## config.mk

```make
export PLATFORM = sky130hd
export DESIGN_NAME = alu_share_arbiter
export DESIGN_NICKNAME = d
export VERILOG_FILES = /design/src/rtl/alu_share_arbiter.sv
export SDC_FILE = /design/constraint.sdc
export NUM_CORES = 1
export LEC_CHECK = 0
export CAP_MARGIN = 20
export CELL_PAD_IN_SITES_DETAIL_PLACEMENT = 1
export CELL_PAD_IN_SITES_GLOBAL_PLACEMENT = 1
export CORE_AREA = 2 2 169 171
export DETAILED_ROUTE_END_ITERATION = 8
export DIE_AREA = 0 0 171 173
export HOLD_SLACK_MARGIN = 0.02
export PLACE_DENSITY_LB_ADDON = 0.25
export SYNTH_ARGS = -nofsm -noshare
export SYNTH_HDL_FRONTEND = slang
export SYNTH_SLANG_ARGS = --single-unit
```

## constraint.sdc

```tcl
create_clock -name clk -period 6.7 [get_ports clk]
set_input_delay 1.675 -clock clk [delete_from_list [all_inputs] [get_ports clk]]
set_output_delay 1.675 -clock clk [all_outputs]
set_load 0.05 [all_outputs]
```

## src/rtl/alu_share_arbiter.sv

```systemverilog
// alu_share_arbiter: round-robin sharing of a single PE ALU among NUM_REQ requesters.
// An IDLE -> EXEC -> RESP FSM sequences grant, operand latch, execute and response.
// Optional feature macro ALU_ARB_TIMEOUT_EN: bounds EXEC at TIMEOUT cycles and reports
// rsp_err with a zero result; without it EXEC waits for alu_complete indefinitely.
`timescale 1ns/1ps
module alu_share_arbiter #(
    parameter int NUM_REQ = 4,
    parameter int DATA_W  = 32,
    parameter int SEL_W   = 5,
    parameter int TIMEOUT = 64
) (
    input  logic                           clk,
    input  logic                           rst_n,
    input  logic [NUM_REQ-1:0]             req_valid,
    output logic [NUM_REQ-1:0]             req_ready,
    input  logic [NUM_REQ-1:0][DATA_W-1:0] req_a,
    input  logic [NUM_REQ-1:0][DATA_W-1:0] req_b,
    input  logic [NUM_REQ-1:0][SEL_W-1:0]  req_sel,
    output logic [NUM_REQ-1:0]             rsp_valid,
    input  logic [NUM_REQ-1:0]             rsp_ready,
    output logic [DATA_W-1:0]              rsp_data,
    output logic                           rsp_zero,
    output logic                           rsp_err,
    output logic [DATA_W-1:0]              alu_a,
    output logic [DATA_W-1:0]              alu_b,
    output logic [SEL_W-1:0]               alu_sel,
    input  logic [DATA_W-1:0]              alu_out,
    input  logic                           alu_zero,
    input  logic                           alu_complete,
    output logic                           busy
);
    localparam int IDX_W = (NUM_REQ > 1) ? $clog2(NUM_REQ) : 1;

    typedef enum logic [1:0] {IDLE, EXEC, RESP} state_t;

    state_t           state;
    logic [IDX_W-1:0] last_grant;   // requester served most recently
    logic [IDX_W-1:0] gnt;          // requester owning the current op
    logic [IDX_W-1:0] pick;         // round-robin winner this cycle
    logic [IDX_W-1:0] cand;
    logic             any_req;
    logic             exec_first;   // first EXEC cycle: ALU may still show a stale complete

    if (NUM_REQ < 2 || NUM_REQ > 8 || TIMEOUT < 2) begin : g_param_check
        $error("alu_share_arbiter: NUM_REQ must be 2..8 and TIMEOUT >= 2");
    end

`ifdef ALU_ARB_TIMEOUT_EN
    localparam int CNT_W = $clog2(TIMEOUT + 1);
    logic [CNT_W-1:0] exec_cnt;     // 1-based EXEC cycle number
    logic             timed_out;
    assign exec_first = (exec_cnt == CNT_W'(1));
    assign timed_out  = (exec_cnt == CNT_W'(TIMEOUT));
`else
    assign rsp_err = 1'b0;
`endif

    // Round-robin search: first valid requester after last_grant, wrapping around.
    always_comb begin
        pick    = '0;
        cand    = '0;
        any_req = 1'b0;
        for (int k = 1; k <= NUM_REQ; k++) begin
            cand = IDX_W'((int'(last_grant) + k) % NUM_REQ);
            if (!any_req && req_valid[cand]) begin
                pick    = cand;
                any_req = 1'b1;
            end
        end
    end

    // Accept pulse is combinational so it lands in the IDLE cycle that latches the operands;
    // gated by rst_n so every output reads 0 while reset is held.
    for (genvar i = 0; i < NUM_REQ; i++) begin : g_ready
        assign req_ready[i] = rst_n && (state == IDLE) && any_req && (pick == IDX_W'(i));
    end

    // Sequencing FSM with registered ALU drive and response outputs.
    always_ff @(posedge clk or negedge rst_n) begin
        if (!rst_n) begin
            state      <= IDLE;
            last_grant <= IDX_W'(NUM_REQ - 1);
            gnt        <= '0;
            rsp_valid  <= '0;
            rsp_data   <= '0;
            rsp_zero   <= 1'b0;
            alu_a      <= '0;
            alu_b      <= '0;
            alu_sel    <= '0;
            busy       <= 1'b0;
`ifdef ALU_ARB_TIMEOUT_EN
            exec_cnt   <= '0;
            rsp_err    <= 1'b0;
`else
            exec_first <= 1'b0;
`endif
        end else begin
            case (state)
                IDLE: begin
                    if (any_req) begin
                        gnt     <= pick;
                        alu_a   <= req_a[pick];
                        alu_b   <= req_b[pick];
                        alu_sel <= req_sel[pick];
                        busy    <= 1'b1;
                        state   <= EXEC;
`ifdef ALU_ARB_TIMEOUT_EN
                        exec_cnt   <= CNT_W'(1);
`else
                        exec_first <= 1'b1;
`endif
                    end
                end
                EXEC: begin
`ifdef ALU_ARB_TIMEOUT_EN
                    if (!exec_first && alu_complete) begin
                        rsp_data  <= alu_out;
                        rsp_zero  <= alu_zero;
                        rsp_err   <= 1'b0;
                        rsp_valid <= NUM_REQ'(1) << gnt;
                        state     <= RESP;
                    end else if (timed_out) begin
                        rsp_data  <= '0;
                        rsp_zero  <= 1'b0;
                        rsp_err   <= 1'b1;
                        rsp_valid <= NUM_REQ'(1) << gnt;
                        state     <= RESP;
                    end else begin
                        exec_cnt  <= exec_cnt + CNT_W'(1);
                    end
`else
                    exec_first <= 1'b0;
                    if (!exec_first && alu_complete) begin
                        rsp_data  <= alu_out;
                        rsp_zero  <= alu_zero;
                        rsp_valid <= NUM_REQ'(1) << gnt;
                        state     <= RESP;
                    end
`endif
                end
                RESP: begin
                    // Only the owning requester can close the handshake.
                    if (rsp_ready[gnt]) begin
                        rsp_valid  <= '0;
                        last_grant <= gnt;
                        busy       <= 1'b0;
                        state      <= IDLE;
                    end
                end
                default: state <= IDLE;
            endcase
        end
    end
endmodule

```

==> results.ini <==
[pwr]
power_density_mw_per_mm2 = 467.8
leakage_nw = 4.950
ir_drop_uv = 230.6

[clock_tree]
clkTransAtPathRegs_ps = 60
clock_sinks = 114
postCtsSetupBuffers = 0
cts_resized = 0
cts.path.max_buffers = 2
cts_tree = done
cts_root_buf = clkbuf_16
htreeDepth = 4
numCtsBuffers = 17
clock_latency_ps = 420
cts_hold_buffers = 0

[die]
die_h_um = 173
core_area_mm2 = 0.02763
dieArea_mm2 = 0.02958
ios = 432
rows = 61
start_util_pct = 27.02
die_w_um = 171

[synthesis]
synth_nets = 1149
synth.avg_cell_area_um2 = 9.006
seq_area_frac_synth_pct = 38.24
synth_area_mm2 = 0.007466
synthCells = 829
yosysWarningCount = 0
synth_edf_count = 0
synth_cell_type_count = 41
synth_ff_type = dfrtp_1
ys_ff_latch = 114
ys_async_sr_fraction_pct = 100.0

[placement]
gp_congestion = 0.8240
dpl.hpwl_um = 23550
portBuffers = 430

[worst_setup_path]
worstSetupPathType = input port to output pin
crit_fanout = 8
critPathLaunch = req_valid[0]
worstPathArrival_ps = 4110
worstReg2RegStart = last_grant[0]$_DFFE_PN1P_
required_ps = 5030
critPathCaptureType = output pin
cp-start-kind = input port

[route]
drt_iter0_markers = 267
num_vias = 8000
wl_um = 32760
wire_per_inst_um = 20.26
postRouteAntennaNets = 0
drc = 0
vias_per_cell = 4.947
first_pass_iters = 4

[grt]
first_global_vias = 8560
grt.busiest_layer = met2
grt_util_met2_pct = 39.05
gr-total-overflow = 0
globalRouteMet1Util_pct = 25.46
grtUsageTotal_pct = 21.80
antenna_found_initial = 2
grt_max_degree = 67
use_met3_pct = 4.715
grt_pass1_wl_um = 49700

[sta]
hold_viol_final = 0
setup_viol = 0
rsz0062_at_grt = false
relSlewSlack_pct = 38.76
final.setup.tns_ps = 0
fmax_mhz = 172.7
fin_crit_ps = 5789
slew_violations = 0
max_slew.worst_pin.slew_ps = 918.6
finalCritPeriodShare_pct = 86.41
skew_ps = 11.50

[run_status]
outcome = finished, final reports clean

[hold_path]
holdCritPathClass = flip-flop to flip-flop
hp-start = busy$_DFFE_PN0P_

[finish]
layout-drive-gt1-share_pct = 10.27
final_util_pct = 45.86
syn_to_final_growth_pct = 69.70
fin_nets = 1544

[flow_run]
cap_violations = 0

-- worst max-delay path: stages --
cell and delay [ps]:
clkdlybuf4s50_1 690, nor4bb_1 540, a31oi_4 50, a21boi_0 150
nor3_1 140, clkdlybuf4s50_1 860
-- state kept, by name, summed over array words and instances, names as in the netlist --
| register | flops |
|---|---|
| alu_sel | 5 |
| rsp_data | 32 |
| gnt | 2 |
| rsp_valid | 4 |
| busy | 1 |
| state | 2 |
| rsp_zero | 1 |
| exec_first | 1 |
| alu_b | 32 |
| alu_a | 32 |
| last_grant | 2 |
-- metal layers --
| metal | vias up | routed length (µm) | share of wire [%] |
|---|---|---|---|
| met4 | 0 | 692 | 2.1 |
| met5 | - | 0 | 0 |
| met3 | 42 | 2087 | 6.4 |
| met1 | 3911 | 13140 | 40 |
| met2 | 274 | 16840 | 51 |
| li1 | 3773 | - | - |
-- cells in the final DEF, fill, tap and decap left out, drive strengths merged, types with 2 or more instances in the layout --
master / count
clkdlybuf4s50: 429
o21ai: 126
dfrtp: 112
mux2i: 69
inv: 63
nand2: 59
nand2b: 53
nand3: 49
nor3b: 48
o211ai: 48
mux2: 35
nor2: 29
o22ai: 22
a221oi: 21
buf: 19
clkbuf: 17
a21oi: 5
nor3: 5
nor4: 4
nand3b: 3
clkinvlp: 3
diode: 2
nor2b: 2
dfstp: 2
-- power breakdown --
group          switching, mW  total (mW)  internal [mW]
Combinational           2.37        3.75           1.38
Sequential             0.210        1.24           1.03
Clock                  0.407       0.937          0.529
-- synthesized netlist by cell type, types with 3 or more instances --
master | instances | share of area, %
nand3b_1 | 3 | 0.30
a221oi_2 | 21 | 4.2
nor2_1 | 29 | 1.5
clkbuf_1 | 36 | 1.8
o211ai_1 | 48 | 4.8
a21oi_1 | 5 | 0.34
nor3_1 | 4 | 0.27
o22ai_1 | 22 | 1.8
nand2b_1 | 52 | 4.4
buf_2 | 22 | 1.5
inv_1 | 53 | 2.7
mux2i_1 | 69 | 9.3
mux2_2 | 35 | 5.3
o21ai_0 | 56 | 3.8
nor3b_1 | 48 | 4.8
nand2_1 | 59 | 3.0
nand3_1 | 49 | 3.3
dfrtp_1 | 112 | 38
buf_4 | 11 | 1.1
o21ai_1 | 70 | 4.7
-- cells by family after synthesis --
kind of cell,share of synthesized area (%)
simple gates,19.00
compound gates,20.41
mux,14.83
buf+inv,7.458
flops,38.24
other cells,0.05023
-- metrics by stage --
step	hold WS (ps)	total power, mW	cell area, µm²	setup slack [ps]	instances
after floorplan	491.9	3.719	7466	916.7	829
after global placement	465.9	4.961	12080	925.9	1583
after detailed placement	481.9	5.035	12080	926.1	1583
after CTS	504.1	6.013	12660	909.5	1615
after global routing	521.3	6.291	12670	812.7	1617
final	505.3	5.927	12670	910.7	1617
-- final timing paths --
| check | end | slack, ps | cells after the start |
|---|---|---|---|
| max | req_ready[0] | 910 | 6 |
| max reg2reg | alu_b[0]$_DFFE_PN0P_ | 4220 | 6 |
| min in group asynchronous | alu_a[4]$_DFFE_PN0P_ | 1410 | 2 |
| min | busy$_DFFE_PN0P_ | 510 | 2 |
| min reg2reg | busy$_DFFE_PN0P_ | 510 | 2 |
| max in group asynchronous | alu_b[28]$_DFFE_PN0P_ | 3880 | 3 |
-- final cells by class --
cell class                      count  area (µm²)
Antenna cell                        2       5.005
Clock buffer                       17       425.4
Clock inverter                     15       163.9
Fill cell                        3192       14960
Inverter                           53       198.9
Multi-Input combinational cell    590        4111
Sequential cell                   114        2855
Tap cell                          378       473.0
Timing Repair Buffer              448        4437
No activity file was read; power rests on OpenSTA's default activity.
